`src/rtl/frame_seq_ctrl_if.sv`:
```
//============================================================================
// Module      : frame_seq_ctrl_if
// Description : Pixel stream bundle for the frame sequencer. Carries the
//               input gray-pixel stream (s_*) and the output edge-pixel
//               stream with row/frame markers (m_*).
//               Modports:
//                 master - stream endpoint outside the sequencer
//                          (drives s_valid/s_data/m_ready)
//                 slave  - the sequencer itself
//                          (drives s_ready/m_valid/m_data/m_eol/m_eof)
// Revision    : 1.0 - initial release
//============================================================================
`default_nettype none

interface frame_seq_ctrl_if #(
    parameter int PIX_W = 8
) ();
    logic             s_valid;
    logic             s_ready;
    logic [PIX_W-1:0] s_data;
    logic             m_valid;
    logic             m_ready;
    logic [PIX_W-1:0] m_data;
    logic             m_eol;
    logic             m_eof;

    modport master (
        output s_valid, s_data, m_ready,
        input  s_ready, m_valid, m_data, m_eol, m_eof
    );

    modport slave (
        input  s_valid, s_data, m_ready,
        output s_ready, m_valid, m_data, m_eol, m_eof
    );
endinterface

`default_nettype wire

```
`src/rtl/frame_seq_ctrl.sv`:
```
//============================================================================
// Module      : frame_seq_ctrl
// Description : Frame-level sequencer for the edge-detection core. Loads one
//               full frame into the core (dlay=1), primes the core pipeline,
//               then drains one full frame of edge pixels (dlay=0) onto a
//               registered valid/ready stream with eol/eof markers.
//               Back-pressure toward the core is applied through core_en.
// Ports       : clk, rst_n (async, active low)
//               start/busy/done   - frame control
//               sif (slave)       - s_* input stream, m_* output stream
//               dlay/core_en/core_din/core_dou - core phase, enable, data
//               stall_cnt         - stall/starvation cycle counter
// Option      : FRAME_SEQ_STALL_CNT_EN - when defined, stall_cnt counts LOAD
//               cycles without input and OUT cycles with output blocked
//               (saturating, cleared on accepted start); otherwise it is 0.
// Revision    : 1.0 - initial release
//============================================================================
`default_nettype none

module frame_seq_ctrl #(
    parameter int IMG_W    = 800,
    parameter int IMG_H    = 600,
    parameter int PIX_W    = 8,
    parameter int PIPE_LAT = 2
) (
    input  wire logic             clk,
    input  wire logic             rst_n,
    input  wire logic             start,
    output logic                  busy,
    output logic                  done,
    output logic                  dlay,
    output logic                  core_en,
    output logic [PIX_W-1:0]      core_din,
    input  wire logic [PIX_W-1:0] core_dou,
    output logic [31:0]           stall_cnt,
    frame_seq_ctrl_if.slave       sif
);

    localparam int c_COL_W = (IMG_W > 1) ? $clog2(IMG_W) : 1;
    localparam int c_ROW_W = (IMG_H > 1) ? $clog2(IMG_H) : 1;
    localparam int c_PL_W  = (PIPE_LAT > 1) ? $clog2(PIPE_LAT) : 1;

    localparam logic [c_COL_W-1:0] c_COL_LAST = c_COL_W'(IMG_W - 1);
    localparam logic [c_ROW_W-1:0] c_ROW_LAST = c_ROW_W'(IMG_H - 1);
    localparam logic [c_PL_W-1:0]  c_PL_LAST  = c_PL_W'((PIPE_LAT > 0) ? PIPE_LAT - 1 : 0);

    typedef enum logic [2:0] {
        S_IDLE  = 3'd0,
        S_LOAD  = 3'd1,
        S_PRIME = 3'd2,
        S_OUT   = 3'd3,
        S_DONE  = 3'd4
    } state_t;

    state_t             r_state;
    state_t             w_state_nxt;

    logic [c_COL_W-1:0] r_col;
    logic [c_ROW_W-1:0] r_row;
    logic [c_PL_W-1:0]  r_pcnt;
    logic [PIX_W-1:0]   r_din;
    logic               r_m_valid;
    logic [PIX_W-1:0]   r_m_data;
    logic               r_m_eol;
    logic               r_m_eof;
    // Set once the last pixel of the frame has been pulled out of the core;
    // stops further core advancement while that pixel waits for its handshake.
    logic               r_all_taken;

    logic               w_s_ready;
    logic               w_in_hs;
    logic               w_last_pos;
    logic               w_out_take;
    logic               w_out_hs;

    assign w_in_hs    = (r_state == S_LOAD) && sif.s_valid;
    assign w_last_pos = (r_col == c_COL_LAST) && (r_row == c_ROW_LAST);
    // The output register may accept a new pixel when it is empty or is
    // being emptied this cycle; the core advances exactly then.
    assign w_out_take = (r_state == S_OUT) && !r_all_taken && (!r_m_valid || sif.m_ready);
    assign w_out_hs   = r_m_valid && sif.m_ready;

    //------------------------------------------------------------------------
    // State register
    //------------------------------------------------------------------------
    always_ff @(posedge clk or negedge rst_n) begin
        if (!rst_n) begin
            r_state <= S_IDLE;
        end else begin
            r_state <= w_state_nxt;
        end
    end

    //------------------------------------------------------------------------
    // Next state and phase outputs
    //------------------------------------------------------------------------
    always_comb begin
        w_state_nxt = r_state;
        busy        = 1'b0;
        done        = 1'b0;
        dlay        = 1'b1;
        w_s_ready   = 1'b0;
        core_en     = 1'b0;
        case (r_state)
            S_IDLE: begin
                if (start) begin
                    w_state_nxt = S_LOAD;
                end
            end
            S_LOAD: begin
                busy      = 1'b1;
                w_s_ready = 1'b1;
                core_en   = sif.s_valid;
                if (w_in_hs && w_last_pos) begin
                    w_state_nxt = (PIPE_LAT == 0) ? S_OUT : S_PRIME;
                end
            end
            S_PRIME: begin
                busy    = 1'b1;
                dlay    = 1'b0;
                core_en = 1'b1;
                if (r_pcnt == c_PL_LAST) begin
                    w_state_nxt = S_OUT;
                end
            end
            S_OUT: begin
                busy    = 1'b1;
                dlay    = 1'b0;
                core_en = w_out_take;
                if (w_out_hs && r_m_eof) begin
                    w_state_nxt = S_DONE;
                end
            end
            S_DONE: begin
                dlay        = 1'b0;
                done        = 1'b1;
                w_state_nxt = S_IDLE;
            end
            default: begin
                w_state_nxt = S_IDLE;
            end
        endcase
    end

    //------------------------------------------------------------------------
    // Position counters, core input hold and registered output stage
    //------------------------------------------------------------------------
    always_ff @(posedge clk or negedge rst_n) begin
        if (!rst_n) begin
            r_col       <= '0;
            r_row       <= '0;
            r_pcnt      <= '0;
            r_din       <= '0;
            r_m_valid   <= 1'b0;
            r_m_data    <= '0;
            r_m_eol     <= 1'b0;
            r_m_eof     <= 1'b0;
            r_all_taken <= 1'b0;
        end else begin
            case (r_state)
                S_IDLE: begin
                    if (start) begin
                        r_col       <= '0;
                        r_row       <= '0;
                        r_pcnt      <= '0;
                        r_all_taken <= 1'b0;
                    end
                end
                S_LOAD: begin
                    if (w_in_hs) begin
                        r_din <= sif.s_data;
                        if (w_last_pos) begin
                            r_col <= '0;
                            r_row <= '0;
                        end else if (r_col == c_COL_LAST) begin
                            r_col <= '0;
                            r_row <= r_row + 1'b1;
                        end else begin
                            r_col <= r_col + 1'b1;
                        end
                    end
                end
                S_PRIME: begin
                    r_pcnt <= (r_pcnt == c_PL_LAST) ? '0 : r_pcnt + 1'b1;
                end
                S_OUT: begin
                    if (w_out_take) begin
                        r_m_valid <= 1'b1;
                        r_m_data  <= core_dou;
                        r_m_eol   <= (r_col == c_COL_LAST);
                        r_m_eof   <= w_last_pos;
                        if (w_last_pos) begin
                            r_col       <= '0;
                            r_row       <= '0;
                            r_all_taken <= 1'b1;
                        end else if (r_col == c_COL_LAST) begin
                            r_col <= '0;
                            r_row <= r_row + 1'b1;
                        end else begin
                            r_col <= r_col + 1'b1;
                        end
                    end else if (w_out_hs) begin
                        r_m_valid <= 1'b0;
                    end
                end
                S_DONE: begin
                    r_m_valid   <= 1'b0;
                    r_m_eol     <= 1'b0;
                    r_m_eof     <= 1'b0;
                    r_all_taken <= 1'b0;
                end
                default: begin
                    r_m_valid <= 1'b0;
                end
            endcase
        end
    end

    // The accepted pixel reaches the core in its handshake cycle; the
    // register holds it afterwards so core_din stays stable between pixels.
    assign core_din    = w_in_hs ? sif.s_data : r_din;

    assign sif.s_ready = w_s_ready;
    assign sif.m_valid = r_m_valid;
    assign sif.m_data  = r_m_data;
    assign sif.m_eol   = r_m_eol;
    assign sif.m_eof   = r_m_eof;

    //------------------------------------------------------------------------
    // Stall / starvation counter
    //------------------------------------------------------------------------
`ifdef FRAME_SEQ_STALL_CNT_EN
    logic [31:0] r_stall;
    logic        w_stall_ev;

    assign w_stall_ev = ((r_state == S_LOAD) && !sif.s_valid) ||
                        ((r_state == S_OUT) && r_m_valid && !sif.m_ready);

    always_ff @(posedge clk or negedge rst_n) begin
        if (!rst_n) begin
            r_stall <= '0;
        end else if ((r_state == S_IDLE) && start) begin
            r_stall <= '0;
        end else if (w_stall_ev && (r_stall != 32'hFFFF_FFFF)) begin
            r_stall <= r_stall + 32'd1;
        end
    end

    assign stall_cnt = r_stall;
`else
    assign stall_cnt = '0;
`endif

endmodule

`default_nettype wire

```
`src/flat_wrapper.sv`:
```
// flat-port wrapper written by rule: the top's interface ports become plain ports
module frame_seq_ctrl_flat 
#(
    parameter int IMG_W    = 800,
    parameter int IMG_H    = 600,
    parameter int PIX_W    = 8,
    parameter int PIPE_LAT = 2
)
  (clk, rst_n, start, busy, done, dlay, core_en, core_din, core_dou, stall_cnt, sif_s_valid, sif_s_data, sif_m_ready, sif_s_ready, sif_m_valid, sif_m_data, sif_m_eol, sif_m_eof);
  frame_seq_ctrl_if #(.PIX_W(PIX_W)) sif_i ();
  input  wire logic clk;
  input  wire logic rst_n;
  input  wire logic start;
  output logic busy;
  output logic done;
  output logic dlay;
  output logic core_en;
  output logic [PIX_W-1:0] core_din;
  input  wire logic [PIX_W-1:0] core_dou;
  output logic [31:0] stall_cnt;
  input wire logic [$bits(sif_i.s_valid)-1:0] sif_s_valid;
  input wire logic [$bits(sif_i.s_data)-1:0] sif_s_data;
  input wire logic [$bits(sif_i.m_ready)-1:0] sif_m_ready;
  output wire logic [$bits(sif_i.s_ready)-1:0] sif_s_ready;
  output wire logic [$bits(sif_i.m_valid)-1:0] sif_m_valid;
  output wire logic [$bits(sif_i.m_data)-1:0] sif_m_data;
  output wire logic [$bits(sif_i.m_eol)-1:0] sif_m_eol;
  output wire logic [$bits(sif_i.m_eof)-1:0] sif_m_eof;
  assign sif_i.s_valid = sif_s_valid;
  assign sif_i.s_data = sif_s_data;
  assign sif_i.m_ready = sif_m_ready;
  assign sif_s_ready = sif_i.s_ready;
  assign sif_m_valid = sif_i.m_valid;
  assign sif_m_data = sif_i.m_data;
  assign sif_m_eol = sif_i.m_eol;
  assign sif_m_eof = sif_i.m_eof;
  frame_seq_ctrl #(.IMG_W(IMG_W), .IMG_H(IMG_H), .PIX_W(PIX_W), .PIPE_LAT(PIPE_LAT)) u_core (.clk(clk), .rst_n(rst_n), .start(start), .busy(busy), .done(done), .dlay(dlay), .core_en(core_en), .core_din(core_din), .core_dou(core_dou), .stall_cnt(stall_cnt), .sif(sif_i));
endmodule
```
`config.mk`:
```
export PLATFORM = sky130hd
export DESIGN_NAME = frame_seq_ctrl_flat
export DESIGN_NICKNAME = d
export VERILOG_FILES = /design/src/rtl/frame_seq_ctrl_if.sv /design/src/rtl/frame_seq_ctrl.sv /design/src/flat_wrapper.sv
export SDC_FILE = /design/constraint.sdc
export NUM_CORES = 1
export LEC_CHECK = 0
export ABC_AREA = 1
export CORE_UTILIZATION = 49
export CTS_CLUSTER_SIZE = 8
export DETAILED_ROUTE_END_ITERATION = 8
export GPL_TIMING_DRIVEN = 0
export PLACE_DENSITY_LB_ADDON = 0.05
export SYNTH_ARGS = -nofsm -noshare
export SYNTH_HDL_FRONTEND = slang
export SYNTH_SLANG_ARGS = --single-unit
```
`constraint.sdc`:
```
create_clock -name clk -period 2 [get_ports clk]
set_clock_uncertainty 0.05 [all_clocks]
set_input_delay 0.4 -clock clk [delete_from_list [all_inputs] [get_ports clk]]
set_output_delay 0.4 -clock clk [all_outputs]
set_load 0.01 [all_outputs]
```
# After elaboration in Yosys (flattened, before gate mapping)
# Index checks and enable logic that the tools add are counted.
[totals]
register_bits = 44
latchBits = 0
ramBits = 0
romBits = 0
output_inout_bits = 56
memories = 0
[classes]
add_sub_neg = 3
n_mul = 0
div_mod_pow = 0
order_cmp = 0
eq_ne = 14
shifts = 0
n_mux = 35
bitwise = 1
n_reduce_logical = 25
[ops]
columns = ["operator", "n"]
rows = [
  ["$mux W10", 9],
  ["$pmux W10 S3", 2],
  ["$add A10 B1 Y10 const B", 2],
  ["$eq A10 B10 Y1 const B", 2],
  ["$mux W1", 12],
  ["$mux W3", 4],
  ["$pmux W3 S4", 1],
  ["$reduce_and A4 Y1", 3],
  ["$reduce_or A3 Y1", 3],
  ["$mux W8", 1],
  ["$ne A2 B1 Y1 const B", 4],
  ["$pmux W1 S2", 4],
  ["$reduce_and A2 Y1", 4],
  ["$logic_and A1 B1 Y1", 7],
  ["$eq A3 B2 Y1 const B", 2],
  ["$ne A2 B2 Y1 const B", 3],
  ["$pmux W1 S3", 2],
  ["$reduce_bool A3 Y1", 2],
  ["$reduce_bool A2 Y1", 2],
  ["$eq A3 B1 Y1 const B", 1],
  ["$eq A3 B3 Y1 const B", 1],
  ["$logic_not A3 Y1", 1],
  ["$ne A3 B1 Y1 const B", 1],
  ["$logic_not A1 Y1", 2],
  ["3 further kinds", 3],
]

# Longest topological paths before layout
[depth]
word_depth = 5
depth_mapped = 10
mapped_depth_nobuf = 10

# Worst setup path after synthesis
# OpenSTA, ideal clock, no wires.
[synth_path]
path_type = "register to output"
from = "register u_core.r_state[1]"
to = "output port core_din[0]"
arrival_time_ps = 1359
required_time_ps = 1550
slack_ps = 191
path_stages_with_launch = 7
n_path_buf = 1
path_cell_list = "dfrtp_1 -> nor2_2 -> inv_2 -> nor2_4 -> nand2_4 -> buf_6 -> mux2_4"
[synth_between]
elab_chain_cells = 3
[synth_rtl]
columns = ["element", "line", "text"]
rows = [
  ["start: declaration", "frame_seq_ctrl.sv:55", "state_t r_state;"],
  ["start signal: assignment", "frame_seq_ctrl.sv:90", "r_state <= w_state_nxt;"],
  ["$eq A3 B1 Y1", "frame_seq_ctrl.sv:76", "assign w_in_hs = (r_state == S_LOAD) && sif.s_valid;"],
  ["$logic_and A1 B1 Y1", "frame_seq_ctrl.sv:76", ""],
  ["$mux W8", "frame_seq_ctrl.sv:221", "assign core_din = w_in_hs ? sif.s_data : r_din;"],
  ["end: declaration", "flat_wrapper.sv:18", "output logic [PIX_W-1:0] core_din;"],
]
# No other way between the ends.

# Worst setup path after layout
[layout_path]
from = "register u_core.r_state[0]"
to = "output port core_din[1]"
# The elaborated chain is that of the path after synthesis.

==> out/results.tsv <==
metric	value	unit
hold_class	primary input to async pin	
grt_max_degree	24	
route.detailed.drc	0	
clock-root-buffer	clkbuf_8	
wirelength	6260	um
avgSynthCellArea	7.97	um2
finalCritPeriodShare	1.07	
p_leak	0.00200	uW
ant_nets	0	
setup.worst_path.class	flop to primary output	
cts_buffer_depth	2	
ir_drop	544	uV
crit_slowest_cell	dfrtp_1	
final_common_cell	nand2_1	
outcome	finished, violations left	
worst_pin_slew	0.560	ns
grt-ovfl-total	0	
dp_hpwl	4440	um
fin_hold_ws	0.0219	ns
yosys.cell_types.count	34	
fmax	0.466	GHz
gp_congestion	0.905	
maxSlewHeadroom	0.627	
rsz0062_at_grt	yes	
ys_seq_area_frac	0.385	
synthCells	359	
cpPeakStageDelay	0.47	ns
clk_latency	0.31	ns
cts_buffers	5	
fin_cells	528	
fin_crit	2.15	ns
worstPathMaxFanout	7	
first_pass_iters	4	
path_buf_inv	2	
maxSlewViolCount	0	
drt_iter0_drc	172	
start_kind	flop	
synth_compound_area_frac	0.0542	
core_area	5570	um2
synth_top_family_by_area	simple AND/OR/NAND/NOR gates	
final_util	0.674	
vias	2522	
required	1.55	ns
clkSinkCount	44	
synthAdderAreaFrac	0.00875	
cts_tree	built	
antenna_found_initial	0	
grt_pass1_vias	2250	
via_per_inst	4.78	
initial_core_util	0.513	
fp.dieH	78.4	um
cp-end-kind	primary output	
cp_cell_sequence	inv_2 > nor2_4 > nand2_8 > mux2_4 > buf_6	
powerDensity	597	nW/um2
layout_common_cells	nand2_1, buf_4, dfrtp_1	
htree_levels	2	
setup_violations	8	
detail_route.wl_per_cell	11.9	um
violations	setup timing	
grt_use_total	0.218	
cap_viol_max_count	0	
fin_area	3750	um2
placementRows	27	
nNetsFinal	478	
place_area	3530	um2
drive_above_1_share	0.274	
total_power	2240	uW
dieArea	6150	um2
fill_cells	470	
hold_viol_final	0	
post-place-cells	507	
worstPathArrival	1.70	ns
grt_pass1_wl	10300	um
die_x	78.4	um
layout_setup_ws	-0.146	ns
diodes	0	
ys_ff_latch	44	
syn-cell-area	2860	um2
io_pins	77	
crit_family	flip-flops	
io_buffers	44	
synthMuxAreaShare	0.0748	
synth_xor_area_frac	0.00919	
yosysWarnings	0	
yosys.area_share.simple	0.313	
clk_pin_slew	0.09	ns
area_growth	31.3	%
[kinds of logic (layout without fill, tap and decap cells)]
kind of cell    after synthesis  in the layout
compound gates               26             26
fa+ha+maj                     2              2
buf+inv                      76            141
xor+xnor                      3              3
simple gates                191            192
other cells                   1             32
flops                        44             44
mux                          16             16
[per-layer routing]
metal	part of all wire	GRT usage	routed length, um	vias up
met3	0.071	0.0488	442	8
met2	0.48	0.360	3030	86
met4	0.014	0.0889	86	0
li1	-	-	-	1272
met5	0	0	0	-
met1	0.43	0.275	2700	1156
[state kept, by name (all words and copies together) (netlist names)]
signal,cells
u_core.r_all_taken,1
u_core.r_col,10
u_core.r_din,8
u_core.r_pcnt,1
u_core.r_row,10
u_core.r_state,3
u_core.sif.m_data,8
u_core.sif.m_eof,1
u_core.sif.m_eol,1
u_core.sif.m_valid,1
[worst paths after layout]
path | cells after the start | startpoint | end | slack, ns
worst min-delay path | 1 | rst_n | u_core.sif.m_eol | 0.02
worst min register to register | 2 | u_core.sif.m_data[3] | u_core.sif.m_data[3] | 0.43
min in group clk | 2 | u_core.sif.m_data[3] | u_core.sif.m_data[3] | 0.43
worst max-delay path | 5 | u_core.r_state[0] | core_din[1] | -0.15
max in group asynchronous | 2 | rst_n | u_core.r_din[1] | 1.38
worst max register to register | 10 | u_core.r_row[0] | u_core.r_state[0] | 0.20
[cells in the mapped netlist, drive strengths merged]
cell / number / area, um2
a21oi: 5 / 28.8
buf: 37 / 290
conb: 1 / 3.75
dfrtp: 44 / 1100
ha: 2 / 25.0
inv: 39 / 149
mux2: 16 / 214
nand2: 110 / 467
nand3: 31 / 155
nand3b: 2 / 15.0
nand4: 8 / 56.3
nor2: 36 / 181
nor3: 3 / 15.0
o211ai: 2 / 15.0
o21ai: 17 / 96.4
o21bai: 2 / 15.0
or2: 1 / 6.26
xor2: 3 / 26.3
[layout make-up]
class	instances	area (um2)	area share
multi-input cells	271	1480	0.395
flip-flops and latches	44	1100	0.294
repair buffers	59	566	0.151
plain buffers	35	274	0.0730
inverters	39	151	0.0403
well taps	72	90.1	0.0240
clock buffers	5	68.8	0.0183
clock inverters	3	18.8	0.00500
[report_power, final]
part           switching [uW]  internal (uW)  total (uW)
Combinational             298            257         555
Sequential                111            992        1100
Clock                     338            244         582
Total                     746           1490        2240
[stage by stage]
step / setup slack, ns / setup TNS [ns]
floorplan: 0.191 / 0
global placement: -0.785 / -38.70
detailed placement: -0.604 / -4.30
CTS: -0.153 / -1.30
global route: -0.226 / -1.81
finish: -0.146 / -1.08
[what timing repair did]
| item | in CTS | in global routing |
|---|---|---|
| gates resized for setup | 55 | 10 |
| pin swaps | 4 | 4 |
| hold buffers | 0 | 0 |
| setup buffers | 12 | 2 |
| setup endpoints to repair | 13 | 11 |
| cloned | 1 | 0 |
(Power assumes the default switching activity.)
